`config.mk`:
```
export PLATFORM = sky130hd
export DESIGN_NAME = mem_arbiter_flat
export DESIGN_NICKNAME = d
export VERILOG_FILES = /design/src/rtl/mem_arbiter_if.sv /design/src/rtl/mem_arbiter.sv /design/src/flat_wrapper.sv
export SDC_FILE = /design/constraint.sdc
export NUM_CORES = 1
export LEC_CHECK = 0
export CORE_MARGIN = 5
export CORE_UTILIZATION = 40
export DETAILED_ROUTE_END_ITERATION = 10
export PLACE_DENSITY_LB_ADDON = 0.12
export SETUP_SLACK_MARGIN = 0.5
export SYNTH_ARGS = -nofsm -noshare
export SYNTH_HDL_FRONTEND = slang
export SYNTH_SLANG_ARGS = --single-unit
```
`constraint.sdc`:
```
create_clock -name CLK -period 3.2 [get_ports CLK]
set_clock_uncertainty 0.1 [all_clocks]
set_input_delay 0.48 -clock CLK [delete_from_list [all_inputs] [get_ports CLK]]
set_output_delay 0.48 -clock CLK [all_outputs]
set_load 0.005 [all_outputs]
```
`src/rtl/mem_arbiter_if.sv`:
```
// rtl/mem_arbiter_if.sv - request and RAM-port bundle shared by mem_arbiter and its users
interface mem_arbiter_if;
  logic        iREN;
  logic [31:0] iaddr;
  logic        dREN;
  logic        dWEN;
  logic [31:0] daddr;
  logic [31:0] dstore;
  logic [1:0]  ramstate;
  logic [31:0] ramload;
  logic        ihit;
  logic        dhit;
  logic [31:0] iload;
  logic [31:0] dload;
  logic        ramREN;
  logic        ramWEN;
  logic [31:0] ramaddr;
  logic [31:0] ramstore;
  logic        bus_err;

  modport master (
    output iREN, iaddr, dREN, dWEN, daddr, dstore, ramstate, ramload,
    input  ihit, dhit, iload, dload, ramREN, ramWEN, ramaddr, ramstore, bus_err
  );

  modport slave (
    input  iREN, iaddr, dREN, dWEN, daddr, dstore, ramstate, ramload,
    output ihit, dhit, iload, dload, ramREN, ramWEN, ramaddr, ramstore, bus_err
  );
endinterface

```
`src/rtl/mem_arbiter.sv`:
```
// rtl/mem_arbiter.sv - serialises I-fetch and D-access requests onto one RAM port
// Data beats instruction; a bounded wait timer aborts requests to a dead RAM.
module mem_arbiter #(
  parameter int          TIMEOUT = 64,
  parameter logic [31:0] ERRWORD = 32'hBAD1BAD1
) (
  input logic          CLK,
  input logic          nRST,
  mem_arbiter_if.slave bus
);

  typedef enum logic [1:0] {
    IDLE = 2'd0,
    REQ  = 2'd1,
    RESP = 2'd2
  } state_t;

  typedef enum logic [1:0] {
    K_IREAD  = 2'd0,
    K_DREAD  = 2'd1,
    K_DWRITE = 2'd2
  } kind_t;

  localparam logic [1:0] RS_ACCESS = 2'd2;
  localparam logic [1:0] RS_ERROR  = 2'd3;

  // Wait counter is 8 bits and saturates, so very large timeouts clamp at 255.
  localparam logic [7:0] WAIT_LIMIT = (TIMEOUT >= 256) ? 8'hFF :
                                      (TIMEOUT < 1)    ? 8'h00 : 8'(TIMEOUT - 1);

  state_t      state;
  state_t      state_next;
  kind_t       kind_q;
  kind_t       kind_sel;
  logic        latch;
  logic        finish;
  logic        abort;
  logic [31:0] addr_sel;
  logic [31:0] addr_q;
  logic [31:0] store_q;
  logic [7:0]  wait_cnt;
  logic [31:0] iload_q;
  logic [31:0] dload_q;
  logic        bus_err_q;

  always_ff @(posedge CLK or negedge nRST) begin
    if (!nRST) begin
      state <= IDLE;
    end else begin
      state <= state_next;
    end
  end

  always_comb begin
    state_next = state;
    kind_sel   = kind_q;
    addr_sel   = bus.daddr;
    latch      = 1'b0;
    finish     = 1'b0;
    abort      = 1'b0;
    case (state)
      IDLE: begin
        if (bus.dWEN) begin
          kind_sel   = K_DWRITE;
          latch      = 1'b1;
          state_next = REQ;
        end else if (bus.dREN) begin
          kind_sel   = K_DREAD;
          latch      = 1'b1;
          state_next = REQ;
        end else if (bus.iREN) begin
          kind_sel   = K_IREAD;
          addr_sel   = bus.iaddr;
          latch      = 1'b1;
          state_next = REQ;
        end
      end
      REQ: begin
        // A completing ACCESS wins over a timeout expiring in the same cycle.
        if (bus.ramstate == RS_ACCESS) begin
          finish     = 1'b1;
          state_next = RESP;
        end else if (bus.ramstate == RS_ERROR || wait_cnt >= WAIT_LIMIT) begin
          abort      = 1'b1;
          state_next = RESP;
        end
      end
      RESP: begin
        state_next = IDLE;
      end
      default: begin
        state_next = IDLE;
      end
    endcase
  end

  always_ff @(posedge CLK or negedge nRST) begin
    if (!nRST) begin
      kind_q    <= K_IREAD;
      addr_q    <= 32'd0;
      store_q   <= 32'd0;
      wait_cnt  <= 8'd0;
      iload_q   <= 32'd0;
      dload_q   <= 32'd0;
      bus_err_q <= 1'b0;
    end else begin
      if (latch) begin
        kind_q   <= kind_sel;
        addr_q   <= addr_sel & 32'hFFFF_FFFC;
        store_q  <= bus.dstore;
        wait_cnt <= 8'd0;
      end else if (state == REQ && !finish && !abort && wait_cnt != 8'hFF) begin
        wait_cnt <= wait_cnt + 8'd1;
      end

      if (finish) begin
        if (kind_q == K_IREAD) begin
          iload_q <= bus.ramload;
        end else if (kind_q == K_DREAD) begin
          dload_q <= bus.ramload;
        end
      end

      if (abort) begin
        bus_err_q <= 1'b1;
        if (kind_q == K_IREAD) begin
          iload_q <= ERRWORD;
        end else if (kind_q == K_DREAD) begin
          dload_q <= ERRWORD;
        end
      end
    end
  end

  // Strobes and hits decode straight from state so an async reset kills them at once.
  assign bus.ramREN   = (state == REQ) && (kind_q != K_DWRITE);
  assign bus.ramWEN   = (state == REQ) && (kind_q == K_DWRITE);
  assign bus.ihit     = (state == RESP) && (kind_q == K_IREAD);
  assign bus.dhit     = (state == RESP) && (kind_q != K_IREAD);
  assign bus.ramaddr  = addr_q;
  assign bus.ramstore = store_q;
  assign bus.iload    = iload_q;
  assign bus.dload    = dload_q;
  assign bus.bus_err  = bus_err_q;

endmodule
```
`src/flat_wrapper.sv`:
```
// flat-port wrapper written by rule: the top's interface ports become plain ports
module mem_arbiter_flat 
#(
  parameter int          TIMEOUT = 64,
  parameter logic [31:0] ERRWORD = 32'hBAD1BAD1
)
  (CLK, nRST, bus_iREN, bus_iaddr, bus_dREN, bus_dWEN, bus_daddr, bus_dstore, bus_ramstate, bus_ramload, bus_ihit, bus_dhit, bus_iload, bus_dload, bus_ramREN, bus_ramWEN, bus_ramaddr, bus_ramstore, bus_bus_err);
  mem_arbiter_if bus_i ();
  input logic CLK;
  input logic nRST;
  input wire logic [$bits(bus_i.iREN)-1:0] bus_iREN;
  input wire logic [$bits(bus_i.iaddr)-1:0] bus_iaddr;
  input wire logic [$bits(bus_i.dREN)-1:0] bus_dREN;
  input wire logic [$bits(bus_i.dWEN)-1:0] bus_dWEN;
  input wire logic [$bits(bus_i.daddr)-1:0] bus_daddr;
  input wire logic [$bits(bus_i.dstore)-1:0] bus_dstore;
  input wire logic [$bits(bus_i.ramstate)-1:0] bus_ramstate;
  input wire logic [$bits(bus_i.ramload)-1:0] bus_ramload;
  output wire logic [$bits(bus_i.ihit)-1:0] bus_ihit;
  output wire logic [$bits(bus_i.dhit)-1:0] bus_dhit;
  output wire logic [$bits(bus_i.iload)-1:0] bus_iload;
  output wire logic [$bits(bus_i.dload)-1:0] bus_dload;
  output wire logic [$bits(bus_i.ramREN)-1:0] bus_ramREN;
  output wire logic [$bits(bus_i.ramWEN)-1:0] bus_ramWEN;
  output wire logic [$bits(bus_i.ramaddr)-1:0] bus_ramaddr;
  output wire logic [$bits(bus_i.ramstore)-1:0] bus_ramstore;
  output wire logic [$bits(bus_i.bus_err)-1:0] bus_bus_err;
  assign bus_i.iREN = bus_iREN;
  assign bus_i.iaddr = bus_iaddr;
  assign bus_i.dREN = bus_dREN;
  assign bus_i.dWEN = bus_dWEN;
  assign bus_i.daddr = bus_daddr;
  assign bus_i.dstore = bus_dstore;
  assign bus_i.ramstate = bus_ramstate;
  assign bus_i.ramload = bus_ramload;
  assign bus_ihit = bus_i.ihit;
  assign bus_dhit = bus_i.dhit;
  assign bus_iload = bus_i.iload;
  assign bus_dload = bus_i.dload;
  assign bus_ramREN = bus_i.ramREN;
  assign bus_ramWEN = bus_i.ramWEN;
  assign bus_ramaddr = bus_i.ramaddr;
  assign bus_ramstore = bus_i.ramstore;
  assign bus_bus_err = bus_i.bus_err;
  mem_arbiter #(.TIMEOUT(TIMEOUT), .ERRWORD(ERRWORD)) u_core (.CLK(CLK), .nRST(nRST), .bus(bus_i));
endmodule
```
# After elaboration in Yosys (flattened, before gate mapping)
# Index checks and enable logic that the tools add are counted.
# classes
n_mux	34
n_lt_le_gt_ge	1
add_sub_neg	1
n_eq_ne	10
reduce_logical	17
# op_table
operator	n
$mux W32	14
$mux W2	8
$mux W8	2
$mux W1	9
$add A8 B1 Y8 const B	1
$eq A2 B2 Y1 const B	4
$ge A8 B6 Y1 const B	1
$ne A8 B8 Y1 const B	1
$logic_and A1 B1 Y1	7
$eq A2 B1 Y1 const B	2
$logic_not A2 Y1	2
$ne A4 B4 Y1 const B	1
$pmux W2 S2	1
$reduce_bool A2 Y1	2
$ne A3 B1 Y1 const B	1
$reduce_and A3 Y1	1
$reduce_bool A3 Y1	1
$logic_not A1 Y1	2
$ne A2 B2 Y1 const B	1
$reduce_and A2 Y1	1
$logic_or A1 B1 Y1	1
# totals
word_cells	71
inputBits	135
regBits	139
out_inout_bits	133

# Logic depth before layout (Yosys ltp)
# Gate-level depths: netlist of run 1.
# depth
ltp_word	10
depth_mapped	7
depth_no_buf	5

# Least setup slack after synthesis of run 1
# OpenSTA, ideal clock, no wires.
# synth_timing
kind	flip-flop to flip-flop
startpoint	reg u_core.wait_cnt[0]
endpoint	reg u_core.wait_cnt[3]
t_arrival_ns	1.448
n_path_buf	1
synth_period_minus_slack_ns	1.626
setup_slack_ns	1.574
t_required_ns	3.023
setup_ns	0.077
stages_incl_launch_ff	7
path_cell_list	dfrtp_1 -> ha_1 -> nand2_1 -> o21ai_2 -> buf_2 -> or3_1 -> a21oi_1
# synth_between
elab_chain_len	9
# synth_lines
item	line	text
start, declared	mem_arbiter.sv:41	logic [7:0] wait_cnt;
start signal, assigned	mem_arbiter.sv:113	wait_cnt <= wait_cnt + 8'd1;
$ge A8 B6 Y1	mem_arbiter.sv:83	end else if (bus.ramstate == RS_ERROR || wait_cnt >= WAIT_LIMIT) begin
$logic_or A1 B1 Y1	mem_arbiter.sv:83	
$mux W1	mem_arbiter.sv:83	
$mux W1	mem_arbiter.sv:80	if (bus.ramstate == RS_ACCESS) begin
$mux W1	mem_arbiter.sv:61	case (state)
$logic_not A1 Y1	mem_arbiter.sv:112	end else if (state == REQ && !finish && !abort && wait_cnt != 8'hFF) begin
$logic_and A1 B1 Y1 (2 in a row)	mem_arbiter.sv:112	
$reduce_bool A2 Y1 (no source line)	-	
# Several ways; a longest one is shown, not always the timed one. The select of a mux whose other input is x is not followed.
# A chain may end at the register's enable or synchronous reset.

# Worst setup path in the final report of run 1
# layout_timing
startpoint	reg u_core.state[1]
endpoint	out bus_ramWEN
# layout_between
elab_chain_len	2
# layout_lines
item	line	text
start, declared	mem_arbiter.sv:31	state_t state;
start signal, assigned	mem_arbiter.sv:50	state <= state_next;
$eq A2 B1 Y1	mem_arbiter.sv:137	assign bus.ramWEN = (state == REQ) && (kind_q == K_DWRITE);
$logic_and A1 B1 Y1	mem_arbiter.sv:137	
end, declared	flat_wrapper.sv:24	output wire logic [$bits(bus_i.ramWEN)-1:0] bus_ramWEN;
# No other way between the ends.

==> metrics.cfg, run 1 <==
[run_status]
status=finished, final reports clean

[logic_synthesis]
syn_avg_cell_area_um2=9.420
yosys.area.top_type=dfrtp_1
yosysWarnings=0
syn_inst=620
netlist_area_um2=5841
seq_area_frac_synth_pct=59.55
synthTopCellsByArea=dfrtp_1 60%, nand2_1 17%, mux2i_1 5.1%
synth-seq-cells=139
synth_top_area_share_pct=59.55
ys_types=34

[finish]
fillers=1195
nNetsFinal=1004
seq_area_um2=3478
multi_input_area_um2=2146
syn_to_final_growth_pct=57.24
n_antenna_cell=0
drive_above_1_share_pct=5.221
final_core_util_pct=63.67

[timing]
max_slew.worst_pin.slew_ps=597.2
max_freq_mhz=401.9
rsz0062_at_grt=no
setup_viol=0
fin_setup_tns_ps=0
fin_crit_sh_pct=77.75
maxSlewHeadroom_pct=60.18
period_needed_ps=2488
finalHoldViolations=0
maxSlewViolCount=0

[clock_network]
clk_pin_slew_ps=60
postCtsSetupRepairBufs=0
cts_buffers=17
cts_root_buf=clkbuf_16
cts_tree=done
cts_sinks=139
cts_max_level=4
cts_max_path_buffers=2
clock_latency_ps=410

[floorplan]
die_x_um=130.8
die-area_um2=17120
core-area_um2=14420
initial_core_util_pct=40.49
io_pins=268
rows=44
chipHeight_um=130.8

[drt]
drt_iter0_drc=261
wl_mm=17.38
drc_errors=0
firstDrtPassIters=5
routedWlPerCell_um=16.32
antenna_left=0
via_per_inst=4.914
dr_total_vias=5233

[global_routing]
antenna_found_initial=0
grt_pass1_vias=5405
grt_pass1_wl_mm=26.94
grt_overflow=0
grt_usage_pct=20.42
grt_max_degree=101

[setup_path]
crit_type=reg2out
cp-end-kind=output pin
arrival_ps=1910
cp_cell_sequence=nor2b_4 -> and3_1 -> clkdlybuf4s50_1
critPathMaxFanout=12
critPathBufInv=1
max_stage_delay_ps=530
cp_data_required_time_ps=2620
crit_slowest_cell=clkdlybuf4s50_1
cp_top_family=buffers and inverters
start_kind=register

[flow_run]
drv_cap=0

[power]
power_mw=8.502
cellPowerDensity_nw_per_um2=925.7
p_leak_nw=4.271
vdd_drop_max_mv=0.4431

[placed_design]
io_buffers=261
dp_hpwl_mm=12.54
globalplace.congestion=0.8210

[hold_path]
hold_class=reg2reg

Yosys cell counts:
cell type and instances:
nand4_4 1, conb_1 1, inv_1 3, o31ai_1 3, nand4_2 2, a32o_1 1
buf_6 3, clkbuf_1 16, o31a_1 1, and4_1 2, buf_4 7, o211ai_1 3
or4_1 2, nor2_1 4, o21ai_0 31, ha_1 1, nand3_1 41, or3_1 1
mux2i_1 30, dfrtp_1 139, a21oi_1 32, o21ai_2 1, buf_2 15, nor2b_1 2
or2_2 1, o21ai_1 4, a21o_1 1, o31ai_4 1, nor3_1 2, nand2b_1 3
nor2b_4 1, and2_1 3, and3_1 3, nand2_1 259
layer usage:
layer | track usage, % | wire (um) | up-vias
met5 | 0 | 0 | -
met4 | 7.925 | 353 | 0
met3 | 9.512 | 1979 | 26
li1 | - | - | 2518
met1 | 23.03 | 6560 | 2474
met2 | 33.77 | 8484 | 215
worst reg2reg max path, stage by stage (launching register included):
cell	delay [ps]
dfrtp_1	430
ha_1	240
nand2_1	80
o21ai_2	510
and4_1	670
a21oi_1	120
final timing paths:
kind	startpoint	endpoint	slack (ps)	depth (start not counted)
setup / recovery	u_core.state[1]	bus_ramWEN	710	3
hold / removal	u_core.bus.bus_err	u_core.bus.bus_err	360	1
setup reg to reg	u_core.wait_cnt[0]	u_core.bus.dload[14]	900	5
hold reg to reg	u_core.bus.bus_err	u_core.bus.bus_err	360	1
max in group asynchronous	nRST	u_core.bus.ramaddr[8]	1640	3
min in group asynchronous	nRST	u_core.bus.dload[18]	490	2
flip-flops by register name (all words and copies together), names as in the netlist:
signal	flops
u_core.state	2
u_core.kind_q	2
u_core.bus.bus_err	1
u_core.bus.dload	32
u_core.bus.ramstore	32
u_core.bus.iload	32
u_core.wait_cnt	8
u_core.bus.ramaddr	30
cells in the final DEF, fill, tap and decap left out, types with 17 or more instances in the layout:
cell             count
nand3_1             40
o21ai_0             31
mux2i_1             30
clkdlybuf4s50_1    260
a21oi_1             32
nand2_1            259
dfrtp_1            139
clkbuf_16           17
stage by stage:
| step | hold WS [ps] | area [um2] | setup WS [ps] | instances |
|---|---|---|---|---|
| global route | 387.6 | 9184 | 624.2 | 1065 |
| finish | 357.2 | 9184 | 711.9 | 1065 |
| global placement | 346.9 | 8562 | 519.0 | 1032 |
| detailed placement | 347.1 | 8562 | 378.3 | 1032 |
| CTS | 360.9 | 9176 | 649.6 | 1065 |
| floorplan | 84.41 | 5844 | 1574 | 621 |
cell type report:
cell class / count / area share, %
Inverter: 3 / 0.1226
Multi-Input combinational cell: 438 / 23.37
Clock inverter: 11 / 1.567
Sequential cell: 139 / 37.87
Clock buffer: 21 / 5.014
Tap cell: 184 / 2.507
Timing Repair Buffer: 269 / 29.55
power breakdown:
part / switching [mW] / total, mW / internal [mW]
combinational: 1.45 / 3.43 / 1.99
clock: 0.734 / 2.00 / 1.26
sequential: 0.485 / 3.07 / 2.59
kinds of logic (layout without fill, tap and decap cells):
family	count (synthesis)	count (layout)	synth area share, %
and+or+nand+nor	327	327	23.56
DFF	139	139	59.55
AOI/OAI and AO/OA	78	78	7.476
buffers and inverters	44	304	3.985
muxes	30	30	5.141
adders and majority gates	1	1	0.2142
other	1	2	0.06421
timing repair:
item,in CTS,in global routing
gates resized for setup,0,1
hold buffers,1,0
setup endpoints to repair,0,3
endpoints found under the hold margin,58,0
Power figures use the tool's default switching activity.
==> inputs of run 2 (changes only) <==
==> constraint.sdc (replaced) <==
create_clock -name CLK -period 2.55 [get_ports CLK]
set_clock_uncertainty 0.1 [all_clocks]
set_input_delay 0.3825 -clock CLK [delete_from_list [all_inputs] [get_ports CLK]]
set_output_delay 0.3825 -clock CLK [all_outputs]
set_load 0.005 [all_outputs]
==> run 2 against run 1 <==
- wire length decreased by 1.3%
- critical path depth stayed put
- total power is 24% higher
- global-route usage is essentially flat
- cell count grew 0.38%
- sequential share of layout area down 0.16 points
- sequential power up 25%
- via count barely moved
- count of clock-buffer cells in the layout up 1
- first-iteration DRC count rose by 11%
- clock power is 17% higher
- utilization grew 0.28 points
- critical endpoint is now bus_ihit
==> metrics.cfg, run 2 (same netlist as run 1, synthesis figures left out) <==
[run_status]
status=finished, final reports clean  ; unchanged

[finish]
nNetsFinal=1010  ; was 1004
drive_above_1_share_pct=6.102  ; was 5.221%
final_core_util_pct=63.95  ; was 63.67%
syn_to_final_growth_pct=57.93  ; was 57.24%
final_common_cell=nand2_1  ; was clkdlybuf4s50_1
n_antenna_cell=0  ; unchanged
final_cell_mix=259 x nand2_1, 256 x clkdlybuf4s50_1, 139 x dfrtp_1  ; was 260 x clkdlybuf4s50_1, 259 x nand2_1, 139 x dfrtp_1
final_cells=1069  ; was 1065

[timing]
finalHoldViolations=0  ; unchanged
setup_viol=0  ; unchanged
maxSlewViolCount=0  ; unchanged
fin_ws_ps=637.4  ; was 711.9 ps
max_freq_mhz=522.8
period_needed_ps=1913
rsz0062_at_grt=no  ; unchanged
fin_crit_sh_pct=75.00
fin_setup_tns_ps=0  ; unchanged

[drt]
via_per_inst=4.897  ; was 4.914
firstDrtPassIters=5  ; unchanged
drt_iter0_drc=291  ; was 261
routedWlPerCell_um=16.04  ; was 16.32 um
wl_mm=17.15  ; was 17.38 mm
dr_total_vias=5235  ; was 5233
drc_errors=0  ; unchanged
antenna_left=0  ; unchanged

[hold_path]
hold_class=in2async  ; was reg2reg

[global_routing]
grt_overflow=0  ; unchanged
grt_max_degree=101  ; unchanged
grt_pass1_vias=5436  ; was 5405
grt_usage_pct=20.41  ; was 20.42%
grt_pass1_wl_mm=27.19  ; was 26.94 mm
antenna_found_initial=0  ; unchanged

[placed_design]
io_buffers=261  ; unchanged
pre_cts_ws_ps=308.9  ; was 378.3 ps
dp_hpwl_mm=12.71  ; was 12.54 mm
dp.cells=1036  ; was 1032
globalplace.congestion=0.7953  ; was 0.8210

[setup_path]
cp_data_required_time_ps=2070  ; was 2620 ps
crit_type=reg2out  ; unchanged
cp-end-kind=output pin  ; unchanged
arrival_ps=1430  ; was 1910 ps
start_kind=register  ; unchanged
rrSetupSlack_ps=660  ; was 900 ps
critPathMaxFanout=4  ; was 12

[clock_network]
clk_pin_slew_ps=50  ; was 60 ps
cts_sinks=139  ; unchanged
cts_root_buf=clkbuf_16  ; unchanged
clock_latency_ps=410  ; about the same
cts_max_path_buffers=2  ; unchanged
cts_max_level=4  ; unchanged
cts_buffers=17  ; unchanged
cts_tree=done  ; unchanged

[power]
p_leak_nw=4.325  ; was 4.271 nW
cellPowerDensity_nw_per_um2=1145  ; was 925.7 nW/um2
vdd_drop_max_mv=0.5826  ; was 0.4431 mV

[floorplan]
core-area_um2=14420  ; unchanged
initial_core_util_pct=40.49  ; unchanged
rows=44  ; unchanged
die_x_um=130.8  ; unchanged
die-area_um2=17120  ; unchanged
chipHeight_um=130.8  ; unchanged
io_pins=268  ; unchanged

[flow_run]
drv_cap=0  ; unchanged

## run 2: cell count changes in the layout (fill, tap and decap cells not counted), sizes merged, moves of 2 or more
cell and change:
buf +6, clkdlybuf4s50 -4, clkbuf +2, clkinvlp -2, dlygate4sd2 +2
## run 2: worst paths after layout
check | depth (start not counted) | endpoint | start
worst max-delay path | 3 | bus_ihit | u_core.state[0]
worst min-delay path | 2 | u_core.bus.dload[19] | nRST
worst max register to register | 5 | u_core.bus.dload[8] | u_core.wait_cnt[0]
worst min register to register | 1 | u_core.bus.bus_err | u_core.bus.bus_err
max in group asynchronous | 3 | u_core.state[1] | nRST
min in group CLK | 1 | u_core.bus.bus_err | u_core.bus.bus_err
## run 2: routing by layer
| metal | track usage, % | part of all wire, % |
|---|---|---|
| met5 | 0 | 0 |
| met1 | 23.67 | 37 |
| met4 | 6.171 | 1.4 |
| met3 | 8.862 | 11 |
| met2 | 34.34 | 50 |
## run 2: final cells by class
class | count | area (um2)
clock buffer | 22 | 464.2
clock inverter | 8 | 95.09
fill | 1224 | 5200
inverter | 3 | 11.26
multi-input combinational | 438 | 2178
sequential | 139 | 3478
tap | 184 | 230.2
timing repair buffer | 275 | 2766
## run 2: timing repair
item / in CTS / in global routing
resized for setup: 11 / 5
hold endpoints to repair: 35 / 0
pin swaps: 0 / 1
hold buffers: 1 / 0
setup endpoints to repair: 68 / 33
buffers inserted: 1 / 1
## run 2: through the flow
| stage | total power, mW | hold WS [ps] | cell area (um2) |
|---|---|---|---|
| floorplan | 5.444 | -13.09 | 5844 |
| CTS | 10.70 | 335.2 | 9203 |
| detailed placement | 8.263 | 201.9 | 8592 |
| global route | 11.35 | 353.5 | 9224 |
| global placement | 8.118 | 198.6 | 8592 |
| finish | 10.56 | 327.8 | 9224 |
## run 2: report_power, final
group | leakage, nW | internal (mW) | switching, mW
registers | 1.70 | 3.24 | 0.603
clock network | 0.272 | 1.47 | 0.861
logic | 2.35 | 2.52 | 1.86
total | 4.33 | 7.24 | 3.32
## run 2: worst max-delay path, stage by stage, from the launching register on
cell and delay [ps]:
dfrtp_1 410, nand2b_1 180, nor3_1 130, dlygate4sd2_1 310
==> inputs of run 3 (changes only) <==
==> constraint.sdc (replaced) <==
create_clock -name CLK -period 1.8 [get_ports CLK]
set_clock_uncertainty 0.1 [all_clocks]
set_input_delay 0.27 -clock CLK [delete_from_list [all_inputs] [get_ports CLK]]
set_output_delay 0.27 -clock CLK [all_outputs]
set_load 0.005 [all_outputs]
==> run 3 against run 2 <==
- final area rose by 27%
- critical path type is now reg2reg
- setup slack lost 600 ps
- first-iteration DRC count grew 33%
- cell count up 16%
- total power rose by 78%
- non-clock buffer count is 164 higher
- count of clock-buffer cells in the layout did not move
==> metrics.cfg, run 3 (same netlist as run 1, synthesis figures left out) <==
[timing]
finalHoldViolations=0  ; unchanged
maxSlewViolCount=0  ; unchanged
max_freq_mhz=568.1
period_needed_ps=1760
fin_crit_sh_pct=97.79
rsz0062_at_grt=yes  ; was no
setup_viol=0  ; unchanged

[setup_path]
path_depth=9  ; was 3
crit_type=reg2reg  ; was reg2out
rrSetupSlack_ps=40  ; was 660 ps
crit_top_cell=buf_6
crit_slowest_cell=dfrtp_2  ; was dfrtp_1
arrival_ps=1970  ; was 1430 ps
r2r_start=u_core.state[1]  ; was u_core.wait_cnt[0]
max_stage_delay_ps=460  ; was 410 ps
start_kind=register  ; unchanged
startpoint=u_core.state[1]  ; was u_core.state[0]
critPathMaxFanout=6  ; was 4
critPathCapture=u_core.bus.iload[31]  ; was bus_ihit
r2r_end=u_core.bus.iload[31]  ; was u_core.bus.dload[8]
rr_worst_depth=9  ; was 5
cp_top_family=buffers and inverters  ; was flip-flops
cp_data_required_time_ps=2010  ; was 2070 ps
critPathBufInv=5  ; was 1
cp_cell_sequence=nor2b_4 -> buf_6 -> buf_8 -> buf_6 -> nand3_4 -> buf_12 -> buf_16 -> nand2_1 -> nand3_1  ; was nand2b_1 -> nor3_1 -> dlygate4sd2_1
cp-end-kind=register  ; was output pin

[finish]
final_common_cell=nand2_1  ; unchanged
postLayoutCellArea_um2=11710  ; was 9224 um2
n_antenna_cell=0  ; unchanged
final_cell_mix=165 x nand2_1, 136 x dfrtp_1, 129 x clkdlybuf4s50_1  ; was 259 x nand2_1, 256 x clkdlybuf4s50_1, 139 x dfrtp_1
fillers=823  ; was 1224
drive_above_1_share_pct=51.71  ; was 6.102%
nNetsFinal=1177  ; was 1010
final_core_util_pct=81.18  ; was 63.95%
syn_to_final_growth_pct=100.5  ; was 57.93%
final_cells=1238  ; was 1069

[placed_design]
io_buffers=261  ; unchanged
place_area_um2=8909  ; was 8592 um2
dp_hpwl_mm=13.21  ; was 12.71 mm
dp.cells=1058  ; was 1036
globalplace.congestion=0.7651  ; was 0.7953

[drt]
via_per_inst=5.324  ; was 4.897
dr_total_vias=6591  ; was 5235
wl_mm=26.52  ; was 17.15 mm
drc_errors=0  ; unchanged
antenna_left=0  ; unchanged
firstDrtPassIters=5  ; unchanged
routedWlPerCell_um=21.42  ; was 16.04 um
drt_iter0_drc=388  ; was 291

[floorplan]
initial_core_util_pct=40.49  ; unchanged
core-area_um2=14420  ; unchanged
die-area_um2=17120  ; unchanged
rows=44  ; unchanged
die_x_um=130.8  ; unchanged
io_pins=268  ; unchanged
chipHeight_um=130.8  ; unchanged

[hold_path]
hold_class=in2async  ; unchanged

[run_status]
status=finished, final reports clean  ; unchanged

[power]
power_frac_comb_pct=50.6  ; was 41.5%
vdd_drop_max_mv=0.7581  ; was 0.5826 mV
p_sw_mw=6.817  ; was 3.322 mW
clkPwrFrac_pct=19.5  ; was 22.1%
cellPowerDensity_nw_per_um2=1603  ; was 1145 nW/um2
p_seq_share_pct=29.9  ; was 36.4%
swShare_pct=36.33  ; was 31.46%
p_int_mw=11.95  ; was 7.237 mW
p_leak_nw=5.900  ; was 4.325 nW

[global_routing]
grt_pass1_vias=6477  ; was 5436
grt_overflow=0  ; unchanged
antenna_found_initial=0  ; unchanged
grt_max_degree=60  ; was 101
grt_pass1_wl_mm=33.24  ; was 27.19 mm
grt_usage_pct=25.32  ; was 20.41%

[clock_network]
cts_max_level=4  ; unchanged
cts_sinks=139  ; unchanged
clock_latency_ps=420  ; was 410 ps
cts_max_path_buffers=2  ; unchanged
cts_buffers=17  ; unchanged
clk_pin_slew_ps=60  ; was 50 ps
cts_tree=done  ; unchanged
cts_root_buf=clkbuf_16  ; unchanged

[flow_run]
drv_cap=0  ; unchanged

==> run 3: changes by cell type in the layout (fill, tap and decap cells not counted), sizes merged <==
cell and change:
dlymetal6s2s -1, clkbuf +2, clkinv -1, dlygate4sd2 -2, bufbuf +1, clkinvlp +1
inv +1, bufinv +1, buf +291, and4 +2, clkdlybuf4s50 -127, o21ai +1
==> run 3: timing repair <==
action / 4_1_cts / 5_1_grt
setup buffers: 59 / 65
hold buffers: 1 / 0
endpoints found under the setup margin: 266 / 270
hold endpoints to repair: 80 / 0
cloned: 19 / 4
pin swaps: 53 / 79
gates resized for setup: 664 / 202
==> run 3: layer usage <==
layer	part of all wire [%]	track usage [%]
met4	5.2	12.10
met1	34	28.46
met3	9.1	9.268
met2	51	42.72
met5	0	0
==> run 3: how the worst min path moves through the flow <==
| stage | end | slack [ps] | cells after the start |
|---|---|---|---|
| finish | u_core.bus.dload[3] | 190 | 2 |
| global route | u_core.bus.dload[3] | 220 | 2 |
| CTS | u_core.bus.dload[21] | 200 | 2 |
| detailed placement | u_core.bus.dload[21] | 70 | 1 |
| global placement | u_core.bus.iload[14] | 60 | 1 |
| floorplan | u_core.bus.bus_err | -130 | 0 |
==> run 3: power groups by stage <==
stage               Combinational (mW)  Sequential, mW  Clock, mW
floorplan                         2.33            5.52          0
global placement                  6.60            5.40          0
detailed placement                6.74            5.49          0
CTS                               7.07            5.47       3.64
global route                      10.2            5.73       3.83
finish                            9.50            5.61       3.66
==> run 3: cell type report <==
cell class              count  area (um2)  area share, %
flip-flops and latches    139        3482          29.74
clock inverters            10       140.1          1.197
well taps                 184       230.2          1.966
multi-input cells         441        3312          28.28
inverters                   3       11.26        0.09616
clock buffers              22       464.2          3.964
repair buffers            439        4070          34.76
==> run 3: through the flow <==
step / hold WS, ps / setup TNS (ps) / setup WS [ps] / power, mW
6_report: 194.4 / 0 / 39.81 / 18.77
5_1_grt: 224.6 / -21.98 / -11.57 / 19.77
4_1_cts: 199.5 / 0 / 91.15 / 16.18
3_5_place_dp: 67.05 / -2246 / -88.85 / 12.22
3_3_place_gp: 64.20 / -818.3 / -42.58 / 12.00
2_1_floorplan: -125.6 / 0 / 237.8 / 7.852
